### src/rtl/bus_txn_watchdog.sv
// Per-CPU bus transaction watchdog: per-beat timeout and early-drop abort detection,
// with round-robin serialisation of error reports and sticky per-CPU error flags.
//
// state  | meaning
// IDLE   | no transaction on this channel
// ACTIVE | block in progress, beat timer running
// DONE   | block completed, waiting for req to drop
// ERR    | timeout or abort raised, waiting for req to drop
module bus_txn_watchdog #(
    parameter int NUM_CPUS         = 2,
    parameter int BLOCK_SIZE_WORDS = 2,
    parameter int CNT_W            = 16,
    parameter int DEFAULT_TIMEOUT  = 25,
    localparam int SEL_W  = (NUM_CPUS > 1) ? $clog2(NUM_CPUS) : 1,
    localparam int BEAT_W = $clog2(BLOCK_SIZE_WORDS + 1)
) (
    input  logic                CLK,
    input  logic                RST,
    input  logic                enable,
    input  logic [CNT_W-1:0]    timeout_limit,
    input  logic [NUM_CPUS-1:0] req,
    input  logic [NUM_CPUS-1:0] beat_done,
    output logic [NUM_CPUS-1:0] busy,
    output logic                err_valid,
    input  logic                err_ready,
    output logic [SEL_W-1:0]    err_cpu,
    output logic                err_type,
    output logic [BEAT_W-1:0]   err_beats,
    output logic [NUM_CPUS-1:0] err_sticky,
    output logic [NUM_CPUS-1:0] err_overflow,
    input  logic [NUM_CPUS-1:0] clr_err
);

    typedef enum logic [1:0] {S_IDLE, S_ACTIVE, S_DONE, S_ERR} state_t;

    state_t              state     [NUM_CPUS];
    state_t              state_nxt [NUM_CPUS];
    logic [CNT_W-1:0]    cnt       [NUM_CPUS];
    logic [BEAT_W-1:0]   beats     [NUM_CPUS];
    logic [BEAT_W-1:0]   raise_beats [NUM_CPUS];
    logic [NUM_CPUS-1:0] raise;
    logic [NUM_CPUS-1:0] raise_type;

    logic [NUM_CPUS-1:0] pending;
    logic                pend_type  [NUM_CPUS];
    logic [BEAT_W-1:0]   pend_beats [NUM_CPUS];

    logic [SEL_W-1:0]    rr_ptr;
    logic [SEL_W-1:0]    sel_rr;
    logic [SEL_W-1:0]    sel_q;
    logic [SEL_W-1:0]    sel;
    logic                locked;
    logic                hs;
    logic [CNT_W-1:0]    lim;

    assign lim = (timeout_limit == '0) ? CNT_W'(DEFAULT_TIMEOUT) : timeout_limit;

    always_ff @(posedge CLK) begin
        for (int i = 0; i < NUM_CPUS; i++) begin
            if (RST) state[i] <= S_IDLE;
            else     state[i] <= state_nxt[i];
        end
    end

    always_comb begin
        for (int i = 0; i < NUM_CPUS; i++) begin
            state_nxt[i] = state[i];
            if (!enable) begin
                state_nxt[i] = S_IDLE;
            end else begin
                case (state[i])
                    S_IDLE:   if (req[i]) state_nxt[i] = S_ACTIVE;
                    S_ACTIVE: begin
                        if (beat_done[i] && (beats[i] + BEAT_W'(1) == BEAT_W'(BLOCK_SIZE_WORDS)))
                            state_nxt[i] = S_DONE;
                        else if (!req[i])
                            state_nxt[i] = S_ERR;
                        else if (!beat_done[i] && cnt[i] == lim - CNT_W'(1))
                            state_nxt[i] = S_ERR;
                    end
                    default:  if (!req[i]) state_nxt[i] = S_IDLE;
                endcase
            end
        end
    end

    always_comb begin
        for (int i = 0; i < NUM_CPUS; i++) begin
            busy[i]        = (state[i] == S_ACTIVE);
            raise[i]       = (state[i] == S_ACTIVE) && (state_nxt[i] == S_ERR);
            raise_type[i]  = ~req[i];
            raise_beats[i] = beats[i] + BEAT_W'(beat_done[i]);
        end
    end

    // Counters idle at zero outside ACTIVE, so entering ACTIVE always starts clean.
    always_ff @(posedge CLK) begin
        for (int i = 0; i < NUM_CPUS; i++) begin
            if (RST || !enable || state[i] != S_ACTIVE) begin
                cnt[i]   <= '0;
                beats[i] <= '0;
            end else if (beat_done[i]) begin
                cnt[i]   <= '0;
                beats[i] <= beats[i] + BEAT_W'(1);
            end else begin
                cnt[i]   <= cnt[i] + CNT_W'(1);
            end
        end
    end

    always_comb begin
        int  idx;
        logic found;
        sel_rr = rr_ptr;
        found  = 1'b0;
        for (int k = 0; k < NUM_CPUS; k++) begin
            idx = int'(rr_ptr) + k;
            if (idx >= NUM_CPUS) idx = idx - NUM_CPUS;
            if (!found && pending[idx]) begin
                sel_rr = SEL_W'(idx);
                found  = 1'b1;
            end
        end
    end

    assign err_valid = |pending;
    assign sel       = locked ? sel_q : sel_rr;
    assign hs        = err_valid && err_ready;
    assign err_cpu   = err_valid ? sel : '0;
    assign err_type  = err_valid ? pend_type[sel] : 1'b0;
    assign err_beats = err_valid ? pend_beats[sel] : '0;

    // A stalled report freezes its selection until the consumer takes it.
    always_ff @(posedge CLK) begin
        if (RST) begin
            rr_ptr       <= '0;
            sel_q        <= '0;
            locked       <= 1'b0;
            pending      <= '0;
            err_sticky   <= '0;
            err_overflow <= '0;
            for (int i = 0; i < NUM_CPUS; i++) begin
                pend_type[i]  <= 1'b0;
                pend_beats[i] <= '0;
            end
        end else begin
            if (hs) begin
                locked <= 1'b0;
                rr_ptr <= (sel == SEL_W'(NUM_CPUS - 1)) ? '0 : sel + SEL_W'(1);
            end else if (err_valid) begin
                locked <= 1'b1;
                sel_q  <= sel;
            end
            for (int i = 0; i < NUM_CPUS; i++) begin
                if (raise[i]) begin
                    if (pending[i] && !(hs && sel == SEL_W'(i))) begin
                        err_overflow[i] <= 1'b1;
                    end else begin
                        pending[i]    <= 1'b1;
                        pend_type[i]  <= raise_type[i];
                        pend_beats[i] <= raise_beats[i];
                        err_overflow[i] <= err_overflow[i] & ~clr_err[i];
                    end
                end else begin
                    if (hs && sel == SEL_W'(i)) pending[i] <= 1'b0;
                    err_overflow[i] <= err_overflow[i] & ~clr_err[i];
                end
                err_sticky[i] <= raise[i] | (err_sticky[i] & ~clr_err[i]);
            end
        end
    end

endmodule
### config.mk
export PLATFORM = sky130hd
export DESIGN_NAME = bus_txn_watchdog
export DESIGN_NICKNAME = d
export VERILOG_FILES = /design/src/rtl/bus_txn_watchdog.sv
export SDC_FILE = /design/constraint.sdc
export NUM_CORES = 1
export LEC_CHECK = 0
export ABC_AREA = 0
export CELL_PAD_IN_SITES_DETAIL_PLACEMENT = 1
export CELL_PAD_IN_SITES_GLOBAL_PLACEMENT = 1
export CORE_MARGIN = 2
export CORE_UTILIZATION = 49
export DETAILED_ROUTE_END_ITERATION = 10
export DONT_BUFFER_PORTS = 1
export PLACE_DENSITY_LB_ADDON = 0.1
export SLEW_MARGIN = 0
export SYNTH_ARGS = -nofsm -noshare
export SYNTH_HDL_FRONTEND = slang
export SYNTH_SLANG_ARGS = --single-unit
### constraint.sdc
create_clock -name CLK -period 5.85 [get_ports CLK]
set_input_delay 0.8775 -clock CLK [delete_from_list [all_inputs] [get_ports CLK]]
set_output_delay 0.8775 -clock CLK [all_outputs]
set_load 0.01 [all_outputs]
==> impl_metrics.csv, run 1 <==
group,metric,value,unit
run_status,status,"finished clean",
pwr,power.share.switching,0.258,
synthesis,synthTopCellsByArea,"edfxtp_1, dfxtp_1, xor2_1",
flow_run,cap_viol_max_count,0,
grt,antenna_found_initial,0,
pwr,internal-power,0.000558,W
cts,clk_pin_slew,0.11,ns
route,drtPass1Iterations,4,
setup_path,cp.required,5.87,ns
synthesis,ys_async_sr_fraction,0,
setup_path,critical_path_class,"in -> reg",
die,start_util,0.510,
synthesis,synth_top_area_frac,0.319,
grt,grt.total_usage,0.237,
synthesis,synth_edf_count,42,
route,dr_total_vias,3251,
timing,setup_violations,0,
synthesis,synthDistinctLibCells,58,
route,route.layer.met1.wl,4590,µm
placed_design,dp_hpwl,7820,µm
cts,cts_sinks,55,
cts,clkLatencyLatePin,0.32,ns
cts,post-cts-setup-buffers,0,
placed_design,io_buffer_count,0,
timing,tightest_slew,0.759,ns
timing,hold_viol,0,
synthesis,avgSynthCellArea,8.98,µm²
die,die-area,8810,µm²
pwr,pwr_density_cell,179,nW/µm²
synthesis,yosysSeqAreaShare,0.384,
synthesis,ys_ff_latch,55,
synthesis,synth_top_cell_by_area,"edfxtp_1",
die,top_level_ports,37,
grt,grt_max_degree,27,
route,ant_nets,0,
cts,h-tree-depth,2,
timing,rsz0062_at_grt,"false",
grt,overflow,0,
synthesis,netlist_instances,441,
layout,nets,490,
synthesis,yosysWarningCount,0,
route,top_layer_used,"met4",
route,drc_errors,0,
timing,min_period,4.89,ns
layout,syn2layout_area_growth,6.13,%
pwr,seq_power_share,0.594,
die,core-area,7770,µm²
pwr,ir_drop,0.110,mV
timing,max-slew-margin-rel,0.492,
layout,fillerInstances,961,
cts,cts_tree,"yes",
synthesis,synth_ff_type,"edfxtp_1",
route,wl_met3,340,µm
timing,fin_skew,0.0122,ns
cts,cts_hold_buf,0,
cts,post_cts_resized,0,
route,routed_wl,9770,µm
timing,fin_setup_tns,0,ns
cts,cts_buffers,5,
layout,final_util,0.541,
placed_design,gp_congestion,0.831,
layout,drive_gt1_frac,0.0459,
setup_path,cp-end-kind,"register",
timing,slew_viol_final,0,
route,wl_met2,4690,µm
pwr,clock_power_share,0.295,
die,rows,32,
timing,max_freq,204,MHz
die,die_height,93.9,µm
route,via_per_inst,5.81,
grt,grt_pass1_wl,16400,µm
cts,clockBufferDepth,2,
hold_path,min_path_type,"reg -> reg",
pwr,leakagePower,1.45,nW
setup_path,worst_ep_arrival_time,4.91,ns
pwr,p_switching,0.000194,W
setup_path,worst-path-max-fanout,10,
setup_path,crit_path_start_kind,"input port",
synthesis,synth_area,3960,µm²
layout,diodes,0,
route,drt-wirelength-per-cell,17.4,µm
route,drtIter0Drc,172,
die,die_w,93.9,µm
timing,fin_crit_sh,0.836,
pwr,combPwrFrac,0.110,
cts,root_buffer,"clkbuf_8",
grt,first_global_vias,3266,
-- layout make-up --
| class | count | area, µm² | area share |
|---|---|---|---|
| repair buffers | 2 | 15.0 | 0.00357 |
| inverters | 12 | 45.0 | 0.0107 |
| flip-flops and latches | 55 | 1520 | 0.362 |
| well taps | 102 | 128 | 0.0304 |
| clock inverters | 3 | 22.5 | 0.00536 |
| clock buffers | 5 | 68.8 | 0.0164 |
| multi-input cells | 381 | 2400 | 0.571 |
-- logic make-up (layout without fill, tap and decap cells) --
group | Yosys count | after routing | share of synthesized area
other | 1 | 32 | 0.000947
multiplexers | 7 | 7 | 0.0193
AND/OR/NAND/NOR | 207 | 207 | 0.286
buffers and inverters | 36 | 22 | 0.0386
XOR/XNOR | 50 | 50 | 0.125
AO/OA/AOI/OAI | 78 | 78 | 0.124
flip-flops | 55 | 55 | 0.384
adder cells (fa/ha/maj) | 7 | 7 | 0.0221
-- cell usage after synthesis, drive strengths merged (3+ instances only) --
library cell / count
a22oi: 3
a21oi: 18
dfxtp: 13
and3: 8
nand2b: 8
nor4: 8
nand4b: 4
nor3: 12
clkbuf: 20
xor2: 25
or3: 18
buf: 4
o21ai: 22
nand4: 6
mux2i: 5
nand3b: 8
nor2b: 10
ha: 7
and4: 3
inv: 12
or4: 9
xnor2: 21
xnor3: 3
nand3: 13
or2: 3
edfxtp: 42
o22ai: 8
nor2: 48
o31ai: 4
o21a: 3
nor3b: 5
nand2: 38
and2: 3
-- critical path, stage by stage --
cell      delay [ns]
or4_1           0.67
or4_4           0.64
nor2b_1         0.17
ha_1            0.22
xor2_1          0.27
xor2_1          0.10
or4_1           0.50
nor4b_1         0.31
nand4_1         0.13
o41ai_1         0.43
nand4b_1        0.14
buf_4           0.20
o21bai_1        0.25
-- metal layers --
layer	GRT usage	vias up
met2	0.389	49
met3	0.0433	12
met1	0.325	1588
met4	0.0543	0
met5	0	-
li1	-	1602
-- stage by stage --
stage / worst slack [ns] / total power (W) / hold WS [ns] / cells / instance area, µm²
3_3_place_gp: 0.705 / 0.000535 / 0.487 / 552 / 4110
4_1_cts: 0.962 / 0.000758 / 0.525 / 560 / 4200
2_1_floorplan: 0.677 / 0.000526 / 0.471 / 472 / 4080
3_5_place_dp: 0.635 / 0.000538 / 0.508 / 552 / 4110
5_1_grt: 0.654 / 0.000785 / 0.545 / 560 / 4200
6_report: 0.958 / 0.000752 / 0.525 / 560 / 4200
-- power by group through the flow --
stage          Sequential (W)  Clock (W)  Combinational, W
3_5_place_dp         0.000456          0         0.0000819
3_3_place_gp         0.000455          0         0.0000804
4_1_cts              0.000447   0.000229         0.0000825
5_1_grt              0.000449   0.000242         0.0000937
2_1_floorplan        0.000449          0         0.0000765
6_report             0.000447   0.000222         0.0000830
-- worst paths after layout --
path,startpoint,to,slack (ns),cells after the start
setup / recovery,timeout_limit[0],pend_beats[1][1],0.96,13
hold / removal,err_sticky[1],err_sticky[1],0.52,2
setup reg to reg,state[0][0],pend_beats[0][0],2.67,8
hold reg to reg,err_sticky[1],err_sticky[1],0.52,2
-- registers in the layout (all words and copies together) (netlist names) --
register	flops
pend_type	2
pend_beats	4
beats	4
rr_ptr	1
locked	1
pending	2
state	4
err_overflow	2
cnt	32
sel_q	1
err_sticky	2
-- layout by cell type, fill, tap and decap left out, types with 13 or more instances in the layout --
master,instances
or3_1,18
xnor2_1,21
conb_1,32
edfxtp_1,42
xor2_1,25
nand2_1,38
nand3_1,13
dfxtp_1,13
nor2_1,48
a21oi_1,18
o21ai_0,21
No activity file was read; power rests on OpenSTA's default activity.
==> inputs of run 2 (changes only) <==
--- a/config.mk
+++ b/config.mk
@@ -5,11 +5,11 @@
 export SDC_FILE = /design/constraint.sdc
 export NUM_CORES = 1
 export LEC_CHECK = 0
-export ABC_AREA = 0
+export ABC_AREA = 1
 export CELL_PAD_IN_SITES_DETAIL_PLACEMENT = 1
 export CELL_PAD_IN_SITES_GLOBAL_PLACEMENT = 1
 export CORE_MARGIN = 2
-export CORE_UTILIZATION = 49
+export CORE_UTILIZATION = 47
 export DETAILED_ROUTE_END_ITERATION = 10
 export DONT_BUFFER_PORTS = 1
 export PLACE_DENSITY_LB_ADDON = 0.1
==> constraint.sdc (replaced) <==
create_clock -name CLK -period 4.98 [get_ports CLK]
set_input_delay 0.747 -clock CLK [delete_from_list [all_inputs] [get_ports CLK]]
set_output_delay 0.747 -clock CLK [all_outputs]
set_load 0.01 [all_outputs]
==> run 2 against run 1 <==
Effect of this change:
- hold slack got worse by 0.051 ns
- final cell count is 18% higher
- combinational power is 17% higher
- sequential cell count unchanged
- critical path depth rose by 10
- setup slack better by 0.45 ns
==> impl_metrics.csv, run 2 <==
group,metric,value,unit
layout,multi_input_area,2100,µm²
synthesis,synth_commonest_cells,"nand2_1, inv_1, nor2_1",
timing,tightest_slew,0.863,ns
synthesis,synth_ff_type,"edfxtp_1",
cts,post_cts_resized,0,
layout,fillerInstances,1034,
setup_path,cp.required,5.02,ns
route,drc_errors,0,
die,rows,32,
synthesis,avgSynthCellArea,7.31,µm²
run_status,status,"finished clean",
grt,antenna_found_initial,0,
setup_path,crit_path_start_kind,"input port",
cts,cts_sinks,55,
placed_design,dp_hpwl,8610,µm
die,top_level_ports,37,
timing,max_freq,280,MHz
layout,syn2layout_area_growth,8.23,%
cts,clk_pin_slew,0.12,ns
layout,final_cells,663,
layout,seq_area,1520,µm²
cts,post-cts-setup-buffers,0,
cts,clkLatencyLatePin,0.33,ns
timing,rsz0062_at_grt,"false",
synthesis,yosysWarningCount,0,
layout,nets,593,
route,via_per_inst,5.27,
timing,fin_crit_sh,0.717,
die,core-area,7810,µm²
timing,hold_viol,0,
flow_run,cap_viol_max_count,0,
setup_path,worst-path-max-fanout,11,
pwr,leakagePower,1.72,nW
setup_path,cp-end-kind,"register",
die,die-area,8890,µm²
synthesis,synthTopCellsByArea,"edfxtp_1, nand2_1, nand3_1",
setup_path,worst_ep_arrival_time,3.61,ns
timing,fin_skew,0.0109,ns
synthesis,synth_top_cell_by_area,"edfxtp_1",
route,ant_nets,0,
timing,max-slew-margin-rel,0.423,
setup_path,critical_path_class,"in -> reg",
synthesis,yosysMostFrequentCell,"nand2_1",
grt,overflow,0,
synthesis,netlist_instances,524,
placed_design,placed_cell_area,4050,µm²
cts,root_buffer,"clkbuf_8",
layout,fin_area,4150,µm²
grt,grt_pass1_wl,17400,µm
layout,top_register,"cnt",
cts,cts_tree,"yes",
route,drtPass1Iterations,4,
placed_design,gp_congestion,0.869,
synthesis,ys_async_sr_fraction,0,
synthesis,yosysSeqAreaShare,0.397,
cts,h-tree-depth,2,
die,die_w,94.3,µm
route,drtIter0Drc,106,
layout,largest_register_ffs,32,
placed_design,io_buffer_count,0,
timing,slew_viol_final,0,
grt,first_global_vias,3651,
layout,drive_gt1_frac,0.0713,
synthesis,synthDistinctLibCells,32,
cts,cts_hold_buf,0,
timing,setup_violations,0,
pwr,ir_drop,0.132,mV
cts,cts_buffers,5,
route,routed_wl,10400,µm
cts,clockBufferDepth,2,
pwr,pwr_density_cell,215,nW/µm²
synthesis,synth_top_area_frac,0.329,
layout,layout_common_cells,"nand2_1, inv_1, nor2_1, nand3_1, edfxtp_1",
timing,min_period,3.57,ns
synthesis,ys_ff_latch,55,
route,drt-wirelength-per-cell,15.7,µm
synthesis,synth_edf_count,42,
grt,grt_max_degree,20,
placed_design,placedCellCount,655,
grt,grt.total_usage,0.252,
die,die_height,94.3,µm
timing,fin_setup_tns,0,ns
route,dr_total_vias,3497,
hold_path,min_path_type,"in -> reg",
layout,diodes,0,
die,start_util,0.491,
synthesis,synth_area,3830,µm²
layout,final_common_cell,"nand2_1",
run 2: worst max-delay path, cell delays in order:
cell	delay, ns
nor2_1	0.04
nand2_1	0.13
nor2_1	0.09
nand2_2	0.28
nand2_4	0.09
inv_1	0.07
ha_1	0.17
nand2_1	0.07
nor2_2	0.24
nand3_1	0.17
nor2_4	0.20
nand3_1	0.17
nand3_1	0.13
nand2_1	0.06
nor2_1	0.16
nand2_1	0.08
nor2_1	0.10
nand3_1	0.08
nand2_1	0.06
nand2_1	0.06
nand2_2	0.12
nand3_2	0.10
nand2_1	0.18
run 2: kinds of logic (layout without fill, tap and decap cells):
logic type / Yosys count / count (layout) / share of synthesized area
buffers and inverters: 82 / 88 / 0.0849
xor gates and xnor gates: 12 / 12 / 0.0274
other: 1 / 32 / 0.000979
DFF: 55 / 55 / 0.397
adders and majority gates: 7 / 7 / 0.0229
and+or+nand+nor: 298 / 298 / 0.374
AOI/OAI and AO/OA: 69 / 69 / 0.0924
run 2: power by group:
| part | internal (W) | switching [W] |
|---|---|---|
| clock | 0.000105 | 0.000172 |
| combinational | 0.0000312 | 0.0000655 |
| sequential | 0.000505 | 0.0000129 |
| total | 0.000642 | 0.000251 |
run 2: per-layer routing:
| layer | part of all wire | track usage |
|---|---|---|
| met1 | 0.45 | 0.317 |
| met2 | 0.49 | 0.443 |
| met3 | 0.039 | 0.0409 |
| met4 | 0.019 | 0.0713 |
| met5 | 0 | 0 |
run 2: cell type report:
type                            count  area share
Clock buffer                        5      0.0166
Clock inverter                      3     0.00634
Tap cell                          102      0.0308
Inverter                           80      0.0727
Sequential cell                    55       0.367
Multi-Input combinational cell    418       0.507
run 2: stage by stage:
step / power [W] / setup slack, ns / hold WS (ns) / utilization
global placement: 0.000619 / 1.21 / 0.464 / 0.519
CTS: 0.000900 / 1.43 / 0.466 / 0.531
detailed placement: 0.000624 / 1.09 / 0.476 / 0.519
finish: 0.000893 / 1.41 / 0.474 / 0.531
global route: 0.000926 / 1.12 / 0.466 / 0.531
floorplan: 0.000601 / 1.78 / 0.444 / -
run 2: final timing paths:
kind | endpoint | slack (ns) | depth (start not counted) | start
hold reg to reg | rr_ptr | 0.49 | 2 | rr_ptr
setup / recovery | pend_type[1] | 1.41 | 23 | timeout_limit[0]
hold / removal | pending[0] | 0.47 | 1 | RST
setup reg to reg | cnt[1][14] | 2.14 | 11 | cnt[1][0]
